--- src/rtl/spi_master_nch_if.sv ---
// spi_master_nch_if: control-side bundle between the SPI register block
// and the SPI master engine (request, mode bits, result, status).
interface spi_master_nch_if #(
   parameter int DATA_W = 8,
   parameter int NUM_CS = 4
);
   localparam int CS_W = (NUM_CS > 1) ? $clog2(NUM_CS) : 1;

   logic              start;
   logic [DATA_W-1:0] tx_data;
   logic [CS_W-1:0]   cs_sel;
   logic              cpol;
   logic              cpha;
   logic              lsb_first;
   logic              hold_cs;
   logic [DATA_W-1:0] rx_data;
   logic              done;
   logic              ready;

   modport master (
      output start, tx_data, cs_sel, cpol, cpha, lsb_first, hold_cs,
      input  rx_data, done, ready
   );

   modport slave (
      input  start, tx_data, cs_sel, cpol, cpha, lsb_first, hold_cs,
      output rx_data, done, ready
   );
endinterface

--- src/rtl/spi_master_nch.sv ---
// spi_master_nch: full-duplex SPI master, four CPOL/CPHA modes, MSB/LSB
// first, fixed SCLK divider, one-hot active-low chip selects with CS hold.
module spi_master_nch #(
   parameter int DATA_W  = 8,
   parameter int CLK_DIV = 4,
   parameter int NUM_CS  = 4
) (
   input  logic              clk,
   input  logic              rst,
   spi_master_nch_if.slave   bus,
   output logic              SCLK,
   output logic              MOSI,
   input  logic              MISO,
   output logic [NUM_CS-1:0] CS_n
);
   localparam int CNT_W = $clog2(CLK_DIV);
   localparam int E_W   = $clog2(2 * DATA_W);
   localparam logic [CNT_W-1:0] CNT_MAX = CNT_W'(CLK_DIV - 1);
   localparam logic [E_W-1:0]   E_LAST  = E_W'(2 * DATA_W - 1);

   typedef enum logic [2:0] {
      IDLE,
      CS_SETUP,
      XFER,
      CS_HOLD,
      DONE
   } state_t;

   state_t            state;
   state_t            state_nx;
   logic [CNT_W-1:0]  cnt;
   logic [E_W-1:0]    ecnt;
   logic [DATA_W-1:0] tx_sh;
   logic [DATA_W-1:0] rx_sh;
   logic [DATA_W-1:0] rx_in;
   logic [NUM_CS-1:0] cs_dec;
   logic              cpha_q;
   logic              lsb_q;
   logic              hold_q;
   logic              tick;
   logic              last;
   logic              lead;

   function automatic logic pick(input logic [DATA_W-1:0] w,
                                 input logic lsb);
      return lsb ? w[0] : w[DATA_W-1];
   endfunction

   function automatic logic [DATA_W-1:0] adv(input logic [DATA_W-1:0] w,
                                             input logic lsb);
      return lsb ? (w >> 1) : (w << 1);
   endfunction

   assign tick  = (cnt == CNT_MAX);
   assign last  = (ecnt == E_LAST);
   // ecnt counts completed edges, so an even count means the next is odd
   assign lead  = ~ecnt[0];
   assign rx_in = lsb_q ? {MISO, rx_sh[DATA_W-1:1]}
                        : {rx_sh[DATA_W-2:0], MISO};

   // State register
   always_ff @(posedge clk) begin
      if (rst) state <= IDLE;
      else     state <= state_nx;
   end

   // Next-state and status outputs
   always_comb begin
      state_nx  = state;
      bus.ready = 1'b0;
      bus.done  = 1'b0;
      unique case (state)
         IDLE: begin
            bus.ready = 1'b1;
            if (bus.start) state_nx = CS_SETUP;
         end
         CS_SETUP: if (tick) state_nx = XFER;
         XFER:     if (tick && last) state_nx = CS_HOLD;
         CS_HOLD:  if (tick) state_nx = DONE;
         DONE: begin
            bus.done = 1'b1;
            state_nx = IDLE;
         end
         default:  state_nx = IDLE;
      endcase
   end

   // One-hot active-low select; out-of-range index selects nothing
   always_comb begin
      cs_dec = '1;
      for (int i = 0; i < NUM_CS; i++) begin
         if (int'(bus.cs_sel) == i) cs_dec[i] = 1'b0;
      end
   end

   // Half-period divider and SCLK edge counter
   always_ff @(posedge clk) begin
      if (rst) begin
         cnt  <= '0;
         ecnt <= '0;
      end else begin
         if (state == IDLE || state_nx != state || tick) cnt <= '0;
         else cnt <= cnt + 1'b1;
         if (state == IDLE) ecnt <= '0;
         else if (state == XFER && tick) ecnt <= ecnt + 1'b1;
      end
   end

   // Request latch, shift registers and serial pins
   always_ff @(posedge clk) begin
      if (rst) begin
         SCLK        <= 1'b0;
         MOSI        <= 1'b0;
         CS_n        <= '1;
         bus.rx_data <= '0;
         tx_sh       <= '0;
         rx_sh       <= '0;
         cpha_q      <= 1'b0;
         lsb_q       <= 1'b0;
         hold_q      <= 1'b0;
      end else begin
         unique case (state)
            IDLE: begin
               SCLK <= bus.cpol;
               if (bus.start) begin
                  cpha_q <= bus.cpha;
                  lsb_q  <= bus.lsb_first;
                  hold_q <= bus.hold_cs;
                  CS_n   <= cs_dec;
                  if (!bus.cpha) begin
                     MOSI  <= pick(bus.tx_data, bus.lsb_first);
                     tx_sh <= adv(bus.tx_data, bus.lsb_first);
                  end else begin
                     tx_sh <= bus.tx_data;
                  end
               end
            end
            XFER: begin
               if (tick) begin
                  SCLK <= ~SCLK;
                  if (lead == !cpha_q) begin
                     rx_sh <= rx_in;
                  end else if (cpha_q || !last) begin
                     MOSI  <= pick(tx_sh, lsb_q);
                     tx_sh <= adv(tx_sh, lsb_q);
                  end
               end
            end
            CS_HOLD: begin
               if (tick) begin
                  bus.rx_data <= rx_sh;
                  if (!hold_q) CS_n <= '1;
               end
            end
            default: ;
         endcase
      end
   end
endmodule

--- src/flat_wrapper.sv ---
// flat-port wrapper written by rule: the top's interface ports become plain ports
module spi_master_nch_flat 
#(
   parameter int DATA_W  = 8,
   parameter int CLK_DIV = 4,
   parameter int NUM_CS  = 4
)
  (clk, rst, SCLK, MOSI, MISO, CS_n, bus_start, bus_tx_data, bus_cs_sel, bus_cpol, bus_cpha, bus_lsb_first, bus_hold_cs, bus_rx_data, bus_done, bus_ready);
  spi_master_nch_if #(.DATA_W(DATA_W), .NUM_CS(NUM_CS)) bus_i ();
  input  logic clk;
  input  logic rst;
  output logic SCLK;
  output logic MOSI;
  input  logic MISO;
  output logic [NUM_CS-1:0] CS_n;
  input wire logic [$bits(bus_i.start)-1:0] bus_start;
  input wire logic [$bits(bus_i.tx_data)-1:0] bus_tx_data;
  input wire logic [$bits(bus_i.cs_sel)-1:0] bus_cs_sel;
  input wire logic [$bits(bus_i.cpol)-1:0] bus_cpol;
  input wire logic [$bits(bus_i.cpha)-1:0] bus_cpha;
  input wire logic [$bits(bus_i.lsb_first)-1:0] bus_lsb_first;
  input wire logic [$bits(bus_i.hold_cs)-1:0] bus_hold_cs;
  output wire logic [$bits(bus_i.rx_data)-1:0] bus_rx_data;
  output wire logic [$bits(bus_i.done)-1:0] bus_done;
  output wire logic [$bits(bus_i.ready)-1:0] bus_ready;
  assign bus_i.start = bus_start;
  assign bus_i.tx_data = bus_tx_data;
  assign bus_i.cs_sel = bus_cs_sel;
  assign bus_i.cpol = bus_cpol;
  assign bus_i.cpha = bus_cpha;
  assign bus_i.lsb_first = bus_lsb_first;
  assign bus_i.hold_cs = bus_hold_cs;
  assign bus_rx_data = bus_i.rx_data;
  assign bus_done = bus_i.done;
  assign bus_ready = bus_i.ready;
  spi_master_nch #(.DATA_W(DATA_W), .CLK_DIV(CLK_DIV), .NUM_CS(NUM_CS)) u_core (.clk(clk), .rst(rst), .bus(bus_i), .SCLK(SCLK), .MOSI(MOSI), .MISO(MISO), .CS_n(CS_n));
endmodule
--- config.mk ---
export PLATFORM = sky130hd
export DESIGN_NAME = spi_master_nch_flat
export DESIGN_NICKNAME = d
export VERILOG_FILES = /design/src/rtl/spi_master_nch_if.sv /design/src/rtl/spi_master_nch.sv /design/src/flat_wrapper.sv
export SDC_FILE = /design/constraint.sdc
export NUM_CORES = 1
export LEC_CHECK = 0
export ABC_AREA = 1
export CORE_MARGIN = 4
export CORE_UTILIZATION = 45
export DETAILED_ROUTE_END_ITERATION = 8
export GPL_ROUTABILITY_DRIVEN = 0
export GPL_TIMING_DRIVEN = 0
export PLACE_DENSITY = 0.68
export SYNTH_ARGS = -nofsm -noshare
export SYNTH_HDL_FRONTEND = slang
export SYNTH_SLANG_ARGS = --single-unit
--- constraint.sdc ---
create_clock -name clk -period 1.9 [get_ports clk]
set_input_delay 0.285 -clock clk [delete_from_list [all_inputs] [get_ports clk]]
set_output_delay 0.285 -clock clk [all_outputs]
set_load 0.005 [all_outputs]
======== Word level (Yosys, flattened, before mapping) ========
Cells that the tools add are included.
cells by class
  $add $sub $neg .......................... 2
  equal/unequal tests ..................... 18
  mux-type cells .......................... 34
  bitwise gates (word level) .............. 2
  reduce and logical (&&, ||, !) cells .... 20
operator list
  kind                                           count
  two-way mux 8 bit                              8
  one-hot mux 8 bit (2 select lines)             1
  two-way mux 1 bit                              14
  two-way mux 3 bit                              4
  two-way mux 4 bit                              3
  one-hot mux 3 bit (4 select lines)             1
  != test 2 bit, second input constant           5
  one-hot mux 4 bit (2 select lines)             1
  == test 2 bit, second input constant           3
  == test 3 x 2 -> 1 bit, second input constant  2
  AND reduction 2 bit                            3
  AND reduction 6 bit                            1
  AND reduction 5 bit                            1
  adder 4 x 1 -> 4 bit, second input constant    1
  == test 4 bit, second input constant           1
  != test 2 x 1 -> 1 bit, second input constant  2
  one-hot mux 1 bit (2 select lines)             2
  AND reduction 4 bit                            1
  nonzero test 2 bit                             2
  OR reduction 2 bit                             2
  == test 3 x 1 -> 1 bit, second input constant  1
  == test 3 bit, second input constant           1
  zero test 3 bit                                1
  logical OR 1 bit                               3
  other kinds (9)                                12
word-level totals
  register bits after elaboration ......... 42
  bits of input ports ..................... 18
  output and inout bits ................... 16
  word-level logic and storage cells ...... 88

======== Logic depth before layout (Yosys ltp) ========
Gate-level depths: netlist (run 1).
  depth in word-level cells ............... 8
  depth in mapped cells ................... 11
  mapped depth without buffers ............ 9

======== Least setup slack after synthesis (run 1) ========
No wires, ideal clock.
  path kind ............................... register to register
  from .................................... register u_core.state[0]
  to ...................................... register u_core.tx_sh[7]
  setup time .............................. 0.112 ns
  arrival time ............................ 1.239 ns
  required time ........................... 1.788 ns
  setup slack ............................. 0.550 ns
  stages on the path, launching flop included .. 10
  path through ............................ dfxtp_1 nor2_4 nand3_4 nand2_4 nand2_4 nor2_8 buf_12 nand2_2 nand2_1 nor2_2
on the way
  cells in the longest elaborated chain, start to end .. 3
  elaborated cells on any way between the ends .. 9
  those cells by class .................... 5 x eq/ne; 1 x mux; 3 x reduce/logical
RTL lines
  item                                                            RTL line               text
  from (decl)                                                     spi_master_nch.sv:29   state_t state;
  from (signal assigned)                                          spi_master_nch.sv:64   else state <= state_nx;
  == test 3 x 2 -> 1 bit or zero test 3 bit (tied branches)       spi_master_nch.sv:122  unique case (state)
  != test 2 x 1 -> 1 bit (no line), or another cell as far along  -
  AND reduction 5 bit (no line)                                   -
  to (signal assigned)                                            spi_master_nch.sv:132  tx_sh <= adv(bus.tx_data, bus.lsb_first);
  to (signal assigned)                                            spi_master_nch.sv:134  tx_sh <= bus.tx_data;
  to (signal assigned)                                            spi_master_nch.sv:145  tx_sh <= adv(tx_sh, lsb_q);
  to (decl)                                                       spi_master_nch.sv:33   logic [DATA_W-1:0] tx_sh;
Parallel ways exist; a longest one is shown, timed or not.
A chain may end at the register's enable or synchronous reset.

======== Worst setup path in the final report (run 1) ========
  from .................................... register u_core.state[1]
  to ...................................... output bus_ready
on the way
  cells in the longest elaborated chain, start to end .. 2
RTL lines
  item               RTL line              text
  zero test 3 bit    spi_master_nch.sv:72  unique case (state)
  two-way mux 1 bit  spi_master_nch.sv:72
  to (decl)          flat_wrapper.sv:25    output wire logic [$bits(bus_i.ready)-1:0] bus_ready;
Every way passes these cells.

==> results.sh, run 1 <==
export IMPL_start_kind="flip-flop"
export IMPL_numPortBuffers=31
export IMPL_rsz0062_at_grt="false"
export IMPL_dpl_hpwl_mm=3.73
export IMPL_r2r_slack_ps=250
export IMPL_p_per_area_nw_per_um2=727
export IMPL_grt_antenna_before_repair=0
export IMPL_drv_cap=0
export IMPL_setup_worst_path_end_class="primary output"
export IMPL_htreeDepth=2
export IMPL_peakVddDrop_mv=0.425
export IMPL_finalSetupViolations=0
export IMPL_ant_nets=0
export IMPL_power_total_mw=2.01
export IMPL_antenna_cells=0
export IMPL_drt_iter0_drc=104
export IMPL_slowest_stage="clkdlybuf4s50_1"
export IMPL_grt_max_degree=14
export IMPL_fmaxAchievable_mhz=556
export IMPL_wl_met1_mm=2.65
export IMPL_synth_async_sr_flop_share=0
export IMPL_worst_pin_slew_ps=505
export IMPL_muxShareOfSynthArea=0
export IMPL_synth_xor_area_frac=0
export IMPL_initial_utilization=0.469
export IMPL_routed_wl_mm=5.20
export IMPL_skew_ps=6.99
export IMPL_p_int_mw=1.46
export IMPL_hold_slack_ps=428
export IMPL_r2r_cells=8
export IMPL_ys_types=28
export IMPL_synth_avg_cell_area_sq_um=6.76
export IMPL_clk_latency_ps=300
export IMPL_synth_compound_area_frac=0.120
export IMPL_grt_usage=0.182
export IMPL_final_setup_worst_slack_ps=101
export IMPL_num_rows=25
export IMPL_grt_pass1_wl_mm=9.04
export IMPL_dr_wl_met2_mm=2.26
export IMPL_synth_ff_type="dfxtp_1"
export IMPL_required_ps=1620
export IMPL_worstPathCellList="buf_6, nor2_4, nand2_2, inv_2, clkdlybuf4s50_1"
export IMPL_clock_sinks=42
export IMPL_rr_endpoint="u_core.CS_n[3]"
export IMPL_final_layout_size_suffix_gt1_frac=0.137
export IMPL_ys_seq_area_frac=0.375
export IMPL_crit_type="reg2out"
export IMPL_clk_pin_slew_ps=80
export IMPL_synth_area_sq_um=2240
export IMPL_drc_errors=0
export IMPL_ctsRootBufferMaster="clkbuf_8"
export IMPL_cp_arrival_ps=1510
export IMPL_placed_area_sq_um=2640
export IMPL_fin_nets=391
export IMPL_fin_crit_ps=1800
export IMPL_fin_crit_sh=0.947
export IMPL_synth_fp_nets=352
export IMPL_ys_seq_elements=42
export IMPL_cts_tree="yes"
export IMPL_p_seq_frac=0.476
export IMPL_p_leak_nw=1.19
export IMPL_cp_depth=5
export IMPL_cts_buffers=5
export IMPL_crit_start="u_core.state[1]"
export IMPL_fp_dieH_um=78.6
export IMPL_worst_path_max_fanout=8
export IMPL_viasPerCell=4.89
export IMPL_synth_adder_area_share=0.0112
export IMPL_firstDrtPassIters=4
export IMPL_io_pins=34
export IMPL_synth_top_family_by_area="simple AND/OR/NAND/NOR gates"
export IMPL_syn_inst=332
export IMPL_yosys_warnings=0
export IMPL_synthToLayoutAreaGrowth_pct=23.0
export IMPL_r2r_start="u_core.state[0]"
export IMPL_wl_per_cell_um=11.9
export IMPL_status="complete, no violations"
export IMPL_p_comb_frac=0.166
export IMPL_via_count=2145
export IMPL_switching_share=0.272
export IMPL_grt_pass1_vias=1966
export IMPL_path_buf_inv=3
export IMPL_fp_dieW_um=78.6
export IMPL_core_area_sq_um=4790
export IMPL_wl_met3_um=215
export IMPL_top_layer="met4"
export IMPL_fin_setup_tns_ps=0
export IMPL_holdBufCountCts=0
export IMPL_synth_simple_area_share=0.413
export IMPL_hold_class="reg2reg"
export IMPL_endpoint="bus_ready"
export IMPL_slowest_delay_ps=490
export IMPL_cpLargestDelayFamily="buffers and inverters"
export IMPL_cts_path_max_buffers=2
export IMPL_synth_edff_count=0
export IMPL_clock_power_share=0.358
export IMPL_pre_cts_ws_ps=144
export IMPL_p_sw_mw=0.545
export IMPL_drv_slew=0
export IMPL_relSlewSlack=0.663
export IMPL_grt_overflow=0
export IMPL_finalHoldViolCount=0
export IMPL_die_area_sq_um=6180
export IMPL_final_cell_area_sq_um=2760
## cell usage after synthesis (2+ instances only)
| library cell | instances | share of area |
|---|---|---|
| buf_6 | 2 | 0.010 |
| nand2_4 | 2 | 0.010 |
| nand2_1 | 105 | 0.18 |
| nand2_2 | 5 | 0.014 |
| clkinv_1 | 2 | 0.0033 |
| o21ai_0 | 24 | 0.054 |
| buf_4 | 2 | 0.0067 |
| buf_2 | 3 | 0.0067 |
| a21oi_1 | 18 | 0.040 |
| nor2_2 | 19 | 0.053 |
| a31oi_1 | 7 | 0.020 |
| nor2_4 | 3 | 0.015 |
| inv_1 | 21 | 0.035 |
| clkbuf_1 | 5 | 0.0084 |
| nand3_1 | 31 | 0.069 |
| dfxtp_1 | 42 | 0.37 |
| nor2_1 | 29 | 0.049 |
| ha_1 | 2 | 0.011 |
## cell usage in the layout (no fill, tap or decap), types with 3 or more instances in the layout
cell type / count
a21oi_1: 18
a31oi_1: 7
buf_2: 3
buf_4: 3
clkbuf_1: 6
clkbuf_8: 5
clkdlybuf4s50_1: 31
dfxtp_1: 42
inv_1: 20
nand2_1: 105
nand2_2: 5
nand3_1: 31
nor2_1: 29
nor2_2: 18
nor2_4: 4
o21ai_0: 24
## per-stage QoR
stage,util,std cells
4_1_cts,0.574,438
5_1_grt,0.577,439
3_5_place_dp,0.551,430
6_report,0.577,439
3_3_place_gp,0.551,430
2_1_floorplan,-,332
## power by group through the flow
stage          clock, mW  combinational [mW]  sequential, mW
2_1_floorplan          0               0.221           0.969
5_1_grt            0.772               0.376           0.961
6_report           0.717               0.334           0.955
3_3_place_gp           0               0.326           0.974
4_1_cts            0.743               0.332           0.954
3_5_place_dp           0               0.329           0.974
## final cells by class
cell class / instances / area, sq um
repair buffers: 32 / 318
fillers: 464 / 2030
well taps: 67 / 83.8
plain buffers: 13 / 91.3
multi-input cells: 253 / 1230
inverters: 24 / 90.1
clock buffers: 6 / 72.6
clock inverters: 2 / 37.5
flip-flops and latches: 42 / 841
## cell families after synthesis
kind of cell,after synthesis
compound gates,51
flops,42
fa+ha+maj,2
simple gates,200
buf+inv,37
## registers in the layout, indices dropped and copies added (netlist names)
| signal | flops |
|---|---|
| u_core.tx_sh | 8 |
| u_core.state | 3 |
| u_core.cnt | 2 |
| u_core.rx_sh | 8 |
| u_core.MOSI | 1 |
| u_core.bus.rx_data | 8 |
| u_core.hold_q | 1 |
| u_core.ecnt | 4 |
| u_core.cpha_q | 1 |
| u_core.CS_n | 4 |
| u_core.SCLK | 1 |
| u_core.lsb_q | 1 |
## worst min-delay path by stage
stage | cells after the start | start | end
after floorplan | 1 | rst | u_core.state[0]
after global placement | 1 | u_core.cnt[0] | u_core.cnt[0]
after detailed placement | 1 | u_core.cnt[0] | u_core.cnt[0]
after CTS | 1 | u_core.cnt[0] | u_core.cnt[0]
after global routing | 3 | bus_lsb_first | u_core.lsb_q
final | 1 | u_core.cnt[0] | u_core.cnt[0]
## repair_timing
action                                  4_1_cts  5_1_grt
endpoints found under the setup margin        0        1
gates resized for setup                       0        2
buffers inserted                              0        1
## worst reg2reg max path: stages, from the launching register on
cell and delay [ps]:
dfxtp_1 550, nor2_4 50, nand2_2 130, buf_4 140
nor2_1 90, a21oi_2 260, inv_1 140, nand2_1 90
nand3_1 70
## layer usage
layer,GRT usage,up-vias
li1,-,1141
met2,0.282,38
met3,0.0367,6
met1,0.247,960
met5,0,-
met4,0.0734,0
(Power assumes the default switching activity.)
==> inputs of run 2 (changes only) <==
clock period = 2.2 ns   (was 1.9 ns; I/O delays follow)
==> run 2 against run 1 <==
Net effect: total power shrank 14%; sequential power decreased by 14%; non-clock buffer count is 1 lower; final cell count down 0.23%; critical path type unchanged; largest cell class unchanged.
==> results.sh, run 2 (synthesis gave the netlist of run 1 again) <==
export IMPL_grt_max_degree=14
export IMPL_post_cts_resized=0
export IMPL_clk_latency_ps=300
export IMPL_ctsRootBufferMaster="clkbuf_8"
export IMPL_multi_input_area_sq_um=1220
export IMPL_drv_slew=0
export IMPL_relSlewSlack=0.665
export IMPL_grt_antenna_before_repair=0
export IMPL_clk_pin_slew_ps=80
export IMPL_fin_cells=438
export IMPL_drc_errors=0
export IMPL_finalHoldViolCount=0
export IMPL_cts_buffers=5
export IMPL_cp_arrival_ps=1570
export IMPL_holdBufCountCts=0
export IMPL_start_kind="flip-flop"
export IMPL_final_seq_area_sq_um=841
export IMPL_core_area_sq_um=4790
export IMPL_ant_nets=0
export IMPL_synthToLayoutAreaGrowth_pct=22.5
export IMPL_finalSetupViolations=0
export IMPL_required_ps=1870
export IMPL_htreeDepth=2
export IMPL_numPortBuffers=31
export IMPL_firstDrtPassIters=4
export IMPL_worst_pin_slew_ps=502
export IMPL_final_layout_size_suffix_gt1_frac=0.132
export IMPL_pre_cts_ws_ps=399
export IMPL_p_per_area_nw_per_um2=628
export IMPL_grt_overflow=0
export IMPL_grt_pass1_vias=1966
export IMPL_wl_met1_mm=2.68
export IMPL_wl_met3_um=181
export IMPL_fin_crit_sh=0.863
export IMPL_rsz0062_at_grt="false"
export IMPL_fmaxAchievable_mhz=526
export IMPL_fin_nets=390
export IMPL_fp_dieH_um=78.6
export IMPL_placed_cells=430
export IMPL_skew_ps=7.19
export IMPL_post_cts_setup_buffers=0
export IMPL_drt_iter0_drc=77
export IMPL_initial_utilization=0.469
export IMPL_fill_cells=463
export IMPL_fp_dieW_um=78.6
export IMPL_status="complete, no violations"
export IMPL_worst_path_max_fanout=8
export IMPL_final_common_cell="nand2_1"
export IMPL_top_regs="u_core.bus.rx_data (8), u_core.rx_sh (8), u_core.tx_sh (8)"
export IMPL_antenna_cells=0
export IMPL_drv_cap=0
export IMPL_clock_sinks=42
export IMPL_wl_per_cell_um=11.9
export IMPL_grt_usage=0.182
export IMPL_top_layer="met4"
export IMPL_layout_common_cells="105 x nand2_1, 42 x dfxtp_1, 31 x nand3_1, 31 x clkdlybuf4s50_1, 29 x nor2_1"
export IMPL_cts_tree="yes"
export IMPL_die_area_sq_um=6180
export IMPL_final_setup_worst_slack_ps=301
export IMPL_fin_setup_tns_ps=0
export IMPL_fin_crit_ps=1900
export IMPL_p_leak_nw=1.18
export IMPL_grt_pass1_wl_mm=9.04
export IMPL_peakVddDrop_mv=0.367
export IMPL_dr_wl_met2_mm=2.25
export IMPL_num_rows=25
export IMPL_crit_type="reg2out"
export IMPL_hold_class="reg2reg"
export IMPL_routed_wl_mm=5.20
export IMPL_setup_worst_path_end_class="primary output"
export IMPL_viasPerCell=4.90
export IMPL_via_count=2145
export IMPL_io_pins=34
export IMPL_dpl_hpwl_mm=3.73
export IMPL_cts_path_max_buffers=2
[run 2: changes by cell type in the layout (fill, tap and decap cells not counted), sizes merged]
cell / delta
buf: -1
[run 2: through the flow]
stage,cell area [sq um],hold slack [ps],utilization,power [mW]
3_3_place_gp,2640,409,0.551,1.12
4_1_cts,2750,428,0.574,1.75
2_1_floorplan,2240,398,-,1.03
3_5_place_dp,2640,410,0.551,1.13
6_report,2750,428,0.574,1.73
5_1_grt,2750,464,0.574,1.82
[run 2: final cells by class]
type	count	share of cell area
Buffer	13	0.0332
Clock inverter	2	0.0137
Timing Repair Buffer	31	0.113
Clock buffer	6	0.0264
Inverter	24	0.0328
Multi-Input combinational cell	253	0.444
Sequential cell	42	0.306
Tap cell	67	0.0305
[run 2: critical path, stage by stage, from the launching register on]
cell and delay, ps:
dfxtp_1 310, buf_6 130, nor2_2 130, nand2_2 110, inv_1 90, clkdlybuf4s50_1 500
[run 2: worst paths after layout]
| check | slack [ps] | to | cells past startpoint | from |
|---|---|---|---|---|
| worst max-delay path | 300 | bus_ready | 5 | u_core.state[1] |
| worst min-delay path | 430 | u_core.cnt[0] | 1 | u_core.cnt[0] |
| worst min register to register | 430 | u_core.cnt[0] | 1 | u_core.cnt[0] |
| worst max register to register | 640 | u_core.CS_n[3] | 7 | u_core.state[2] |
[run 2: metal layers]
metal | vias up | track usage
li1 | 1142 | -
met2 | 32 | 0.282
met5 | - | 0
met3 | 7 | 0.0367
met1 | 964 | 0.247
met4 | 0 | 0.0734
[run 2: where the power goes]
group	leakage, nW	internal [mW]	switching, mW
clock	0.0514	0.339	0.278
combinational	0.791	0.126	0.158
sequential	0.343	0.794	0.0301
